**src/rtl/alu_exec_seq.sv**
```systemverilog
// Execute-stage sequencer for the external 8-bit ALU. It accepts an instruction,
// stages the operands, captures the ALU result and writes it back with the flags.
module alu_exec_seq #(
  parameter int WIDTH = 8,
  parameter int NREGS = 4,
  parameter int RAW   = 2
) (
  input  logic             clk,
  input  logic             rst_n,
  // Handshake: a transfer happens on a rising edge where instr_valid and
  // instr_ready are both high. While instr_ready is low, the instr_* inputs
  // are ignored and the source holds them stable.
  input  logic             instr_valid,
  output logic             instr_ready,
  input  logic [2:0]       instr_op,
  input  logic [RAW-1:0]   instr_rd,
  input  logic [RAW-1:0]   instr_rs,
  input  logic             ld_en,
  input  logic [RAW-1:0]   ld_addr,
  input  logic [WIDTH-1:0] ld_data,
  output logic [WIDTH-1:0] alu_a,
  output logic [WIDTH-1:0] alu_b,
  output logic             alu_cin,
  output logic [2:0]       alu_op,
  input  logic [WIDTH-1:0] alu_y,
  input  logic             alu_cout,
  output logic             wb_valid,
  output logic [RAW-1:0]   wb_rd,
  output logic [WIDTH-1:0] wb_data,
  output logic             carry_flag,
  output logic             zero_flag,
  input  logic [RAW-1:0]   dbg_rsel,
  output logic [WIDTH-1:0] dbg_rdata
);

  typedef enum logic [1:0] {
    IDLE = 2'd0,
    EXEC = 2'd1,
    WB   = 2'd2
  } state_t;

  state_t state;
  state_t state_next;

  logic [WIDTH-1:0] regs [NREGS];
  logic [RAW-1:0]   rd_q;
  logic             accept;
  logic             do_wb;
  logic             carry_op;

  assign instr_ready = (state == IDLE) || (state == WB);
  assign accept      = instr_valid && instr_ready;
  assign do_wb       = (state == EXEC);
  assign alu_cin     = carry_flag;
  assign dbg_rdata   = regs[dbg_rsel];

  // Only the rotate and add/subtract ops produce a meaningful carry-out.
  always_comb begin
    carry_op = 1'b0;
    case (alu_op)
      3'b011, 3'b100, 3'b101, 3'b110: carry_op = 1'b1;
      default:                        carry_op = 1'b0;
    endcase
  end

  always_ff @(posedge clk or negedge rst_n) begin
    if (!rst_n) begin
      state <= IDLE;
    end else begin
      state <= state_next;
    end
  end

  always_comb begin
    state_next = state;
    case (state)
      IDLE: begin
        if (accept) begin
          state_next = EXEC;
        end
      end
      EXEC: begin
        state_next = WB;
      end
      WB: begin
        if (accept) begin
          state_next = EXEC;
        end else begin
          state_next = IDLE;
        end
      end
      default: begin
        state_next = IDLE;
      end
    endcase
  end

  // Operand staging; reads see the register file as it was before this edge,
  // so a write landing on the same edge is not forwarded.
  always_ff @(posedge clk or negedge rst_n) begin
    if (!rst_n) begin
      alu_a  <= '0;
      alu_b  <= '0;
      alu_op <= '0;
      rd_q   <= '0;
    end else if (accept) begin
      alu_a  <= regs[instr_rd];
      alu_b  <= regs[instr_rs];
      alu_op <= instr_op;
      rd_q   <= instr_rd;
    end
  end

  always_ff @(posedge clk or negedge rst_n) begin
    if (!rst_n) begin
      wb_valid <= 1'b0;
      wb_rd    <= '0;
      wb_data  <= '0;
    end else begin
      wb_valid <= do_wb;
      if (do_wb) begin
        wb_rd   <= rd_q;
        wb_data <= alu_y;
      end
    end
  end

  always_ff @(posedge clk or negedge rst_n) begin
    if (!rst_n) begin
      carry_flag <= 1'b0;
      zero_flag  <= 1'b0;
    end else if (do_wb) begin
      zero_flag <= (alu_y == '0);
      if (carry_op) begin
        carry_flag <= alu_cout;
      end
    end
  end

  // Writeback has priority over a direct load to the same register.
  always_ff @(posedge clk or negedge rst_n) begin
    if (!rst_n) begin
      for (int i = 0; i < NREGS; i++) begin
        regs[i] <= '0;
      end
    end else begin
      for (int i = 0; i < NREGS; i++) begin
        if (do_wb && (rd_q == RAW'(i))) begin
          regs[i] <= alu_y;
        end else if (ld_en && (ld_addr == RAW'(i))) begin
          regs[i] <= ld_data;
        end
      end
    end
  end

endmodule

```
**config.mk**
```make
export PLATFORM = sky130hd
export DESIGN_NAME = alu_exec_seq
export DESIGN_NICKNAME = d
export VERILOG_FILES = /design/src/rtl/alu_exec_seq.sv
export SDC_FILE = /design/constraint.sdc
export NUM_CORES = 1
export LEC_CHECK = 0
export BUFFER_PORTS_ARGS = -buffer_cell sky130_fd_sc_hd__buf_2
export CORE_ASPECT_RATIO = 1.25
export CORE_MARGIN = 1.5
export CORE_UTILIZATION = 25
export DETAILED_ROUTE_END_ITERATION = 10
export SYNTH_ARGS = -nofsm -noshare
export SYNTH_HDL_FRONTEND = slang
export SYNTH_SLANG_ARGS = --single-unit
export TNS_END_PERCENT = 20
```
**constraint.sdc**
```tcl
create_clock -name clk -period 1.7 [get_ports clk]
set_clock_uncertainty 0.1 [all_clocks]
set_input_delay 0.34 -clock clk [delete_from_list [all_inputs] [get_ports clk]]
set_output_delay 0.34 -clock clk [all_outputs]
set_load 0.03 [all_outputs]
```
==> flow_summary.yaml <==
clock_tree:
  cts_buffers: 9
  clkLatencyLatePin_ns: 0.33
  h-tree-depth: 3
  clockBufferDepth: 2
  cts-root-buf: "clkbuf_16"
  cts.sinks: 68
  clkTransAtPathRegs_ns: 0.06
  cts_tree: "done"
cells_and_area:
  multi_input_area_mm2: 0.00164
  fin_nets: 471
  fill_cells: 1398
  seq_area_mm2: 0.00170
  final_common_cell: "nand2_1"
  syn_to_final_growth_pct: 36.1
  drive_gt1_frac: 0.329
  layout_common_cells: "nand2_1 (88), dfrtp_1 (68), buf_2 (65), mux2i_1 (64), buf_4 (44)"
synth:
  synth_seq_cells: 68
  netlist_area_mm2: 0.00347
  syn_inst: 327
  avgSynthCellArea_um2: 10.6
  ys_types: 29
  yosysSeqAreaShare: 0.490
  synth_nets: 359
  yosys_warnings: 0
setup_path:
  end_kind: "primary output"
  cp_slowest_stage_delay_ns: 0.48
  crit_chain: "mux4_2, buf_6"
  path_buf_inv: 1
  cp_data_required_time_ns: 1.26
  crit_type: "flop to primary output"
  cp.arrival_ns: 1.37
  start_kind: "flop"
  crit_family: "multiplexers"
  critPathMaxFanout: 2
  slowest_stage: "mux4_2"
floorplanning:
  die_height_um: 135
  die_w_um: 108
  rows: 48
  start_util: 0.254
  die-area_mm2: 0.0146
  num_io_pins: 74
  core_mm2: 0.0137
sta:
  final_hold_viol_count: 0
  worstMarginPinSlew_ns: 0.506
  min_period_ns: 1.81
  setup_viol: 8
  rsz0062_at_grt: "true"
  min_period_over_period: 1.06
  layout_setup_ws_ns: -0.109
  holdWs_ns: 0.104
  max_freq_ghz: 0.553
  drv_slew: 0
  relSlewSlack: 0.663
global_routing:
  use_met1: 0.194
  grt_pass1_vias: 3016
  use_met2: 0.261
  grt_max_degree: 69
  grt_first_pass_wirelength_um: 17100
  antenna_found_initial: 1
  grt.busiest_layer: "met2"
  met3_usage: 0.0314
  grt_use_total: 0.156
  grt_overflow_total: 0
outcome:
  outcome: "finished, violations left"
  violations: "setup timing"
pwr:
  clock_power_share: 0.308
  finalPower_uw: 6690
  p_leak_uw: 0.00244
  switching_share: 0.339
  irDropWorstVdd_mv: 0.434
  p_seq_frac: 0.342
  powerDensity_mw_per_mm2: 1420
  internal-power_uw: 4420
  comb_power_share: 0.350
  switchingPower_uw: 2270
routing:
  first_pass_iters: 4
  drt_iter0_markers: 89
  wirelength_um: 10700
  routedWlPerCell_um: 17.3
  drtAntennaViolNets: 0
  route.detailed.drc: 0
  avgViaCountPerCell: 4.72
  vias: 2926
placement:
  place_ws_ns: -0.0342
  dp_hpwl_um: 7380
  gp_congestion: 0.745
  portBuffers: 73
job:
  drv_cap: 0
min_path:
  hold_class: "input pin to flop"
[worst paths after layout]
kind	depth (start not counted)	start	slack [ns]	end
min reg2reg	2	wb_data[5]	0.38	wb_data[5]
min	3	instr_op[1]	0.10	alu_op[1]
max reg2reg	4	state[0]	0.16	alu_a[5]
max	2	regs[0]	-0.11	dbg_rdata[0]
min in group asynchronous	3	rst_n	0.46	alu_cin
max in group asynchronous	3	rst_n	0.71	wb_valid
[logic make-up (layout without fill, tap and decap cells)]
kind of cell / count (synthesis) / count (layout) / synth area share
AO/OA/AOI/OAI: 50 / 50 / 0.0901
flip-flops: 68 / 68 / 0.490
other: 0 / 1 / 0
multiplexers: 73 / 73 / 0.240
AND/OR/NAND/NOR: 112 / 112 / 0.143
buffers and inverters: 24 / 141 / 0.0371
[cells in the mapped netlist]
master,n,area [um2]
inv_1,2,7.51
mux4_2,8,180
buf_1,1,3.75
a21oi_1,8,40.0
nand3b_1,2,15.0
mux2_1,1,11.3
clkbuf_1,1,3.75
dfrtp_1,68,1700
or3b_1,1,8.76
buf_6,1,11.3
inv_2,2,7.51
o21ai_1,7,35.0
mux2i_1,64,641
nor4b_4,1,23.8
nand2_1,88,330
nor2_1,8,30.0
nand2b_1,4,25.0
buf_2,11,55.1
nand3_1,2,10.0
nor4_1,2,12.5
and3b_1,1,8.76
buf_4,4,30.0
nand4b_1,1,8.76
a21boi_0,1,7.51
and4bb_1,1,12.5
and4bb_2,1,12.5
o21ai_0,18,90.1
clkbuf_2,2,10.0
o221ai_1,16,140
[sequential cells by signal, summed over array words and instances (netlist names)]
| register | cells |
|---|---|
| rd_q | 2 |
| wb_valid | 1 |
| alu_a | 8 |
| alu_cin | 1 |
| zero_flag | 1 |
| regs | 32 |
| alu_op | 3 |
| state | 2 |
| wb_rd | 2 |
| wb_data | 8 |
| alu_b | 8 |
[layer usage]
| layer | vias up | wire length (um) |
|---|---|---|
| met5 | - | 7 |
| met4 | 2 | 127 |
| met3 | 8 | 497 |
| met2 | 77 | 5450 |
| met1 | 1445 | 4640 |
| li1 | 1394 | - |
[repair_timing]
action / in CTS / in global routing
setup endpoints to repair: 8 / 8
endpoints found under the hold margin: 68 / 0
setup buffers: 31 / 1
resized for setup: 16 / 0
gates cloned: 0 / 0
hold buffers: 1 / 0
[cell type report]
type                            instances  share of cell area
Inverter                                4             0.00318
Timing Repair Buffer                  121               0.173
Tap cell                              175              0.0463
Clock buffer                           13              0.0551
Clock inverter                          3              0.0146
Multi-Input combinational cell        235               0.348
Antenna cell                            1            0.000530
Sequential cell                        68               0.360
[stage by stage]
stage | instance area, um2 | util | instances | setup TNS, ns
after floorplan | 3470 | - | 327 | 0
after detailed placement | 4090 | 0.299 | 570 | -0.132
final | 4730 | 0.345 | 620 | -0.787
after CTS | 4720 | 0.344 | 618 | -0.907
after global placement | 4090 | 0.299 | 570 | -0.142
after global routing | 4720 | 0.345 | 619 | -1.02
[power groups by stage]
stage	clock, uW	combinational, uW	sequential [uW]
finish	2060	2340	2290
floorplan	0	917	2660
global route	2190	2520	2330
global placement	0	1740	2390
detailed placement	0	1790	2420
CTS	2110	2340	2280
[worst reg2reg max path, cell delays in order (launching register included)]
cell      delay [ns]
dfrtp_1         0.37
nand2b_1        0.17
inv_2           0.17
nand2_1         0.33
o221ai_1        0.31
No activity file was read; power rests on OpenSTA's default activity.
